### src/rtl/ram2_test_ctrl_if.sv
// ram2_test_ctrl_if: fetch/data request side and RAM2 pin side of the shared SRAM port.
interface ram2_test_ctrl_if #(
    parameter int ADDR_W = 16,
    parameter int DATA_W = 16,
    parameter int IN_W   = 3
);
    logic [IN_W-1:0]   pc;
    logic [IN_W-1:0]   m_data;
    logic [IN_W-1:0]   m_addr;
    logic              m_re;
    logic              m_we;
    logic              m_ce;
    logic [1:0]        state_o;
    logic [ADDR_W-1:0] pc_addr;
    logic [ADDR_W-1:0] mem_addr;
    logic [DATA_W-1:0] mem_data_i;
    logic              mem_re;
    logic              mem_ce;
    logic              mem_we;

    modport master (
        output pc, m_data, m_addr, m_re, m_we, m_ce,
        input  state_o, pc_addr, mem_addr, mem_data_i, mem_re, mem_ce, mem_we
    );

    modport slave (
        input  pc, m_data, m_addr, m_re, m_we, m_ce,
        output state_o, pc_addr, mem_addr, mem_data_i, mem_re, mem_ce, mem_we
    );
endinterface

### src/rtl/ram2_test_ctrl.sv
// ram2_test_ctrl: time-multiplexes one RAM2 port between instruction fetch and data access.
// Optional write-recovery gap state S_WAIT enabled by defining RAM2_WE_GAP_EN.
module ram2_test_ctrl #(
    parameter int ADDR_W = 16,
    parameter int DATA_W = 16,
    parameter int IN_W   = 3
) (
    input logic             clk,
    input logic             rst,
    ram2_test_ctrl_if.slave bus
);
    typedef enum logic [1:0] {
        S_IDLE  = 2'b00,
        S_FETCH = 2'b01,
        S_MEM   = 2'b10,
        S_WAIT  = 2'b11
    } state_t;

    state_t            state_q, state_d, mem_next, wait_next;
    logic [ADDR_W-1:0] pc_addr_q, pc_addr_d, hold_addr, pc_ext, m_addr_ext;
    logic              is_fetch, is_mem, wr;

    assign pc_ext     = {{(ADDR_W-IN_W){1'b0}}, bus.pc};
    assign m_addr_ext = {{(ADDR_W-IN_W){1'b0}}, bus.m_addr};
    assign is_fetch   = state_q == S_FETCH;
    assign is_mem     = state_q == S_MEM;
    assign wr         = is_mem && !bus.m_we;

`ifdef RAM2_WE_GAP_EN
    logic [ADDR_W-1:0] last_addr_q, last_addr_d;

    always_comb begin
        last_addr_d = is_mem ? m_addr_ext : last_addr_q;
    end

    always_ff @(posedge clk or negedge rst) begin
        if (!rst) last_addr_q <= '0;
        else      last_addr_q <= last_addr_d;
    end

    assign hold_addr = (state_q == S_WAIT) ? last_addr_q : '0;
    assign mem_next  = wr ? S_WAIT : S_FETCH;
    assign wait_next = S_FETCH;
`else
    // 2'b11 is unreachable here; recover through S_IDLE if it ever appears
    assign hold_addr = '0;
    assign mem_next  = S_FETCH;
    assign wait_next = S_IDLE;
`endif

    always_comb begin
        state_d   = is_fetch ? (bus.m_ce ? S_FETCH : S_MEM)
                  : is_mem ? mem_next
                  : (state_q == S_IDLE) ? S_FETCH : wait_next;
        pc_addr_d = is_fetch ? pc_ext : pc_addr_q;
    end

    always_ff @(posedge clk or negedge rst) begin
        if (!rst) begin
            state_q   <= S_IDLE;
            pc_addr_q <= '0;
        end else begin
            state_q   <= state_d;
            pc_addr_q <= pc_addr_d;
        end
    end

    // Pin decode is combinational so the bus is valid in the cycle the state is entered
    assign bus.state_o    = state_q;
    assign bus.pc_addr    = pc_addr_q;
    assign bus.mem_ce     = !(is_fetch || is_mem);
    assign bus.mem_we     = !wr;
    assign bus.mem_re     = is_fetch ? 1'b0 : is_mem ? (wr || bus.m_re) : 1'b1;
    assign bus.mem_addr   = is_fetch ? pc_ext : is_mem ? m_addr_ext : hold_addr;
    assign bus.mem_data_i = wr ? {{(DATA_W-IN_W){1'b0}}, bus.m_data} : '0;
endmodule

### src/flat_wrapper.sv
// flat-port wrapper written by rule: the top's interface ports become plain ports
module ram2_test_ctrl_flat 
#(
    parameter int ADDR_W = 16,
    parameter int DATA_W = 16,
    parameter int IN_W   = 3
)
  (clk, rst, bus_pc, bus_m_data, bus_m_addr, bus_m_re, bus_m_we, bus_m_ce, bus_state_o, bus_pc_addr, bus_mem_addr, bus_mem_data_i, bus_mem_re, bus_mem_ce, bus_mem_we);
  ram2_test_ctrl_if #(.ADDR_W(ADDR_W), .DATA_W(DATA_W), .IN_W(IN_W)) bus_i ();
  input logic clk;
  input logic rst;
  input wire logic [$bits(bus_i.pc)-1:0] bus_pc;
  input wire logic [$bits(bus_i.m_data)-1:0] bus_m_data;
  input wire logic [$bits(bus_i.m_addr)-1:0] bus_m_addr;
  input wire logic [$bits(bus_i.m_re)-1:0] bus_m_re;
  input wire logic [$bits(bus_i.m_we)-1:0] bus_m_we;
  input wire logic [$bits(bus_i.m_ce)-1:0] bus_m_ce;
  output wire logic [$bits(bus_i.state_o)-1:0] bus_state_o;
  output wire logic [$bits(bus_i.pc_addr)-1:0] bus_pc_addr;
  output wire logic [$bits(bus_i.mem_addr)-1:0] bus_mem_addr;
  output wire logic [$bits(bus_i.mem_data_i)-1:0] bus_mem_data_i;
  output wire logic [$bits(bus_i.mem_re)-1:0] bus_mem_re;
  output wire logic [$bits(bus_i.mem_ce)-1:0] bus_mem_ce;
  output wire logic [$bits(bus_i.mem_we)-1:0] bus_mem_we;
  assign bus_i.pc = bus_pc;
  assign bus_i.m_data = bus_m_data;
  assign bus_i.m_addr = bus_m_addr;
  assign bus_i.m_re = bus_m_re;
  assign bus_i.m_we = bus_m_we;
  assign bus_i.m_ce = bus_m_ce;
  assign bus_state_o = bus_i.state_o;
  assign bus_pc_addr = bus_i.pc_addr;
  assign bus_mem_addr = bus_i.mem_addr;
  assign bus_mem_data_i = bus_i.mem_data_i;
  assign bus_mem_re = bus_i.mem_re;
  assign bus_mem_ce = bus_i.mem_ce;
  assign bus_mem_we = bus_i.mem_we;
  ram2_test_ctrl #(.ADDR_W(ADDR_W), .DATA_W(DATA_W), .IN_W(IN_W)) u_core (.clk(clk), .rst(rst), .bus(bus_i));
endmodule
### config.mk
export PLATFORM = sky130hd
export DESIGN_NAME = ram2_test_ctrl_flat
export DESIGN_NICKNAME = d
export VERILOG_FILES = /design/src/rtl/ram2_test_ctrl_if.sv /design/src/rtl/ram2_test_ctrl.sv /design/src/flat_wrapper.sv
export SDC_FILE = /design/constraint.sdc
export NUM_CORES = 1
export LEC_CHECK = 0
export BUFFER_PORTS_ARGS = -buffer_cell sky130_fd_sc_hd__clkbuf_2
export CAP_MARGIN = 10
export CORE_MARGIN = 10
export CORE_UTILIZATION = 34
export CTS_CLUSTER_DIAMETER = 30
export DETAILED_ROUTE_END_ITERATION = 6
export MAX_ROUTING_LAYER = met4
export PLACE_DENSITY_LB_ADDON = 0.08
export SETUP_SLACK_MARGIN = 0.5
export SLEW_MARGIN = 20
export SYNTH_ARGS = -nofsm -noshare
export SYNTH_HDL_FRONTEND = slang
export SYNTH_SLANG_ARGS = --single-unit
### constraint.sdc
create_clock -name clk -period 1.7 [get_ports clk]
set_clock_uncertainty 0.15 [all_clocks]
set_input_delay 0.17 -clock clk [delete_from_list [all_inputs] [get_ports clk]]
set_output_delay 0.17 -clock clk [all_outputs]
set_load 0.03 [all_outputs]
==> results.py <==
metrics = {
    "power_and_ir_drop": {
        "power.static_leakage_nw": 0.5249,
        "power_density_relative_to_cell_area_nw_per_um2": 1802,
        "max-vdd-ir-drop_mv": 0.8919,
    },
    "sta": {
        "finish_stage_setup_viols": 6,
        "finalWorstPathRequiredPeriod_ns": 1.712,
        "rsz0062_at_grt": "true",
        "hold-worst-slack_ns": 0.03598,
        "report.final.hold_viol_count": 0,
        "slew_viol_final": 0,
        "period_share": 1.007,
        "achievable-frequency_mhz": 584.3,
        "postLayoutSetupSlackWorst_ns": -0.01151,
    },
    "floorplanning": {
        "die_x_um": 63.15,
        "core_box_area_um2": 1745,
        "io_pins": 67,
        "fp.dieArea_um2": 3988,
        "row_count": 15,
        "die_y_um": 63.15,
        "initial_core_util": 0.3627,
    },
    "critical_path": {
        "crit_slowest_cell": "sky130_fd_sc_hd__dfrtp_2",
        "worstSetupStartpointType": "register",
        "cell_chain_critical_path": "inv_2 -> ha_4 -> buf_12 -> a22o_4 -> buf_8",
        "worst-endpoint-required_ns": 1.38,
        "path_buf_inv": 3,
        "worst-path-max-fanout": 5,
        "critical_path_class": "reg2out",
        "arrival_ns": 1.39,
        "critical-path-max-stage-delay_ns": 0.39,
        "path_delay_family": "flip-flops",
        "worst_setup_path_end_kind": "primary output",
    },
    "cts": {
        "cts_buffer_depth": 2,
        "htreeDepth": 1,
        "ctsRootBufferMaster": "sky130_fd_sc_hd__clkbuf_4",
        "numCtsBuffers": 3,
        "worst_setup_hold_path_clk_slew_ns": 0.05,
        "clkLatencyLatePin_ns": 0.25,
        "tritoncts": "built",
        "clock_sink_count": 5,
    },
    "drt": {
        "drtIter0Drc": 5,
        "first_pass_iters": 4,
        "wirelength_mm": 1.724,
        "ant_nets": 0,
        "vias": 470,
        "avgViaCountPerCell": 3.507,
        "route.detailed.wl_per_inst_um": 12.87,
        "drc": 0,
    },
    "logic_synthesis": {
        "post_synth.cell_area_avg_um2": 9.175,
        "synthTopCellsByArea": "sky130_fd_sc_hd__buf_4 46%, sky130_fd_sc_hd__dfrtp_1 20%, sky130_fd_sc_hd__mux2_4 7.1%",
        "synth.top_cells.by_count": "39 x sky130_fd_sc_hd__buf_4, 5 x sky130_fd_sc_hd__dfrtp_1, 5 x sky130_fd_sc_hd__inv_1",
        "synth_most_common_cell": "sky130_fd_sc_hd__buf_4",
        "flip_flop_and_latch_count_after_synthesis": 5,
        "async_flop_share": 1.000,
        "synth.yosys.warnings": 0,
        "total_standard_cell_area_after_synthesis_um2": 633.1,
        "synth-edff-count": 0,
        "synthFlopType": "sky130_fd_sc_hd__dfrtp_1",
        "post-synth-top-area-cell": "sky130_fd_sc_hd__buf_4",
        "synthDominantCellAreaShare": 0.4625,
        "synthDistinctLibCells": 14,
        "synth.yosys.seq_area_share": 0.1976,
        "synthCells": 69,
    },
    "placed_design": {
        "placement.setup.worst_slack_ns": 0.1493,
        "routability_congestion_estimate": 0.6202,
        "portBuffers": 27,
        "half_perimeter_wire_length_after_detailed_placement_mm": 1.374,
        "post_dp_cell_area_um2": 710.7,
    },
    "final_layout": {
        "fill_cells": 165,
        "final_cell_area_um2": 957.2,
        "multi_input_comb_area_um2": 411.6,
        "final_nets": 127,
        "drive_above_1_share": 0.5596,
        "register_area_um2": 127.6,
        "finalCoreUtilization": 0.5484,
        "syn_to_final_growth_pct": 51.19,
        "num_antenna_cells": 0,
    },
    "global_routing": {
        "grt_antenna_before_repair": 0,
        "grt_use_met3": 0.06890,
        "grt_pass1_wl_mm": 2.587,
        "global_route.peak_usage_layer": "met2",
        "grt_pass1_vias": 561,
        "grtUsageMet1": 0.07037,
        "grt_use_total": 0.08196,
        "gr-total-overflow": 0,
        "gr-usage-met2": 0.1206,
        "grt_max_degree": 6,
    },
    "flow_run": {
        "timing.max_cap.violations": 0,
    },
    "hold_path": {
        "holdCritPathClass": "in2reg",
    },
    "outcome": {
        "status": "finished, violations left",
        "failed_checks": "setup timing",
    },
}
==> per-stage QoR <==
stage                     power [mW]  setup TNS, ns  cells
after floorplan                1.056              0    107
after global placement         1.160              0    119
after detailed placement       1.159              0    119
after CTS                      1.576        -0.1711    131
after global routing           1.818        -0.2847    134
final                          1.725       -0.03491    134
==> cells by family (layout without fill, tap and decap cells) <==
family | count (synthesis) | in the layout | synth area share
buffers and inverters | 45 | 47 | 0.5099
other | 1 | 39 | 0.005923
DFF | 5 | 5 | 0.1976
AOI/OAI and AO/OA | 4 | 4 | 0.05732
and+or+nand+nor | 8 | 8 | 0.09881
adders and majority gates | 3 | 3 | 0.05929
muxes | 3 | 3 | 0.07114
==> path summary, 6_finish.rpt <==
path,start,endpoint,slack [ns],depth (start not counted)
worst min-delay path,bus_pc[2],u_core.bus.pc_addr[2]$_DFFE_PN0P_,0.04,2
worst max-delay path,u_core.bus.state_o[1]$_DFF_PN0_,bus_mem_addr[0],-0.01,5
worst min register to register,u_core.bus.pc_addr[1]$_DFFE_PN0P_,u_core.bus.pc_addr[1]$_DFFE_PN0P_,0.36,1
min in group asynchronous,rst,u_core.bus.pc_addr[2]$_DFFE_PN0P_,0.12,2
worst max register to register,u_core.bus.state_o[1]$_DFF_PN0_,u_core.bus.pc_addr[0]$_DFFE_PN0P_,0.14,6
max in group asynchronous,rst,u_core.bus.state_o[1]$_DFF_PN0_,1.13,2
==> placed cells by master (no fill, tap or decap) <==
master and instances:
sky130_fd_sc_hd__a22o_4 3, sky130_fd_sc_hd__a31oi_4 1, sky130_fd_sc_hd__and2_4 3, sky130_fd_sc_hd__and2b_2 1
sky130_fd_sc_hd__buf_12 1, sky130_fd_sc_hd__buf_4 6, sky130_fd_sc_hd__buf_6 3, sky130_fd_sc_hd__buf_8 9
sky130_fd_sc_hd__clkbuf_1 1, sky130_fd_sc_hd__clkbuf_2 16, sky130_fd_sc_hd__clkbuf_4 4, sky130_fd_sc_hd__conb_1 39
sky130_fd_sc_hd__dfrtp_1 3, sky130_fd_sc_hd__dfrtp_2 2, sky130_fd_sc_hd__dlygate4sd3_1 2, sky130_fd_sc_hd__ha_4 3
sky130_fd_sc_hd__inv_1 1, sky130_fd_sc_hd__inv_2 4, sky130_fd_sc_hd__mux2_4 3, sky130_fd_sc_hd__nor2_1 1
sky130_fd_sc_hd__nor2b_4 2, sky130_fd_sc_hd__nor3_1 1
==> power by group <==
group,internal [mW],switching (mW),total [mW]
combinational,0.665,0.682,1.35
sequential,0.181,0.0521,0.233
clock,0.0892,0.0554,0.145
total,0.935,0.790,1.72
==> final cells by class <==
| type | count | share of cell area |
|---|---|---|
| multi-input cells | 57 | 0.4301 |
| repair buffers | 38 | 0.3569 |
| flip-flops and latches | 5 | 0.1333 |
| well taps | 25 | 0.03268 |
| clock buffers | 4 | 0.02745 |
| inverters | 5 | 0.01961 |
==> state kept, by name, summed over array words and instances, names as in the netlist <==
register and cells:
u_core.bus.pc_addr 3, u_core.bus.state_o 2
==> layer usage <==
metal,up-vias,share of wire
met4,0,0.0052
li1,217,-
met1,204,0.35
met3,2,0.19
met5,-,0
met2,47,0.46
==> repair_timing <==
item,in CTS,in global routing
setup buffers,6,3
resized for setup,21,14
pin swaps,1,2
setup endpoints to repair,15,16
endpoints found under the hold margin,6,0
hold buffers,2,0
Note: power is estimated with default switching activity, not from simulation.
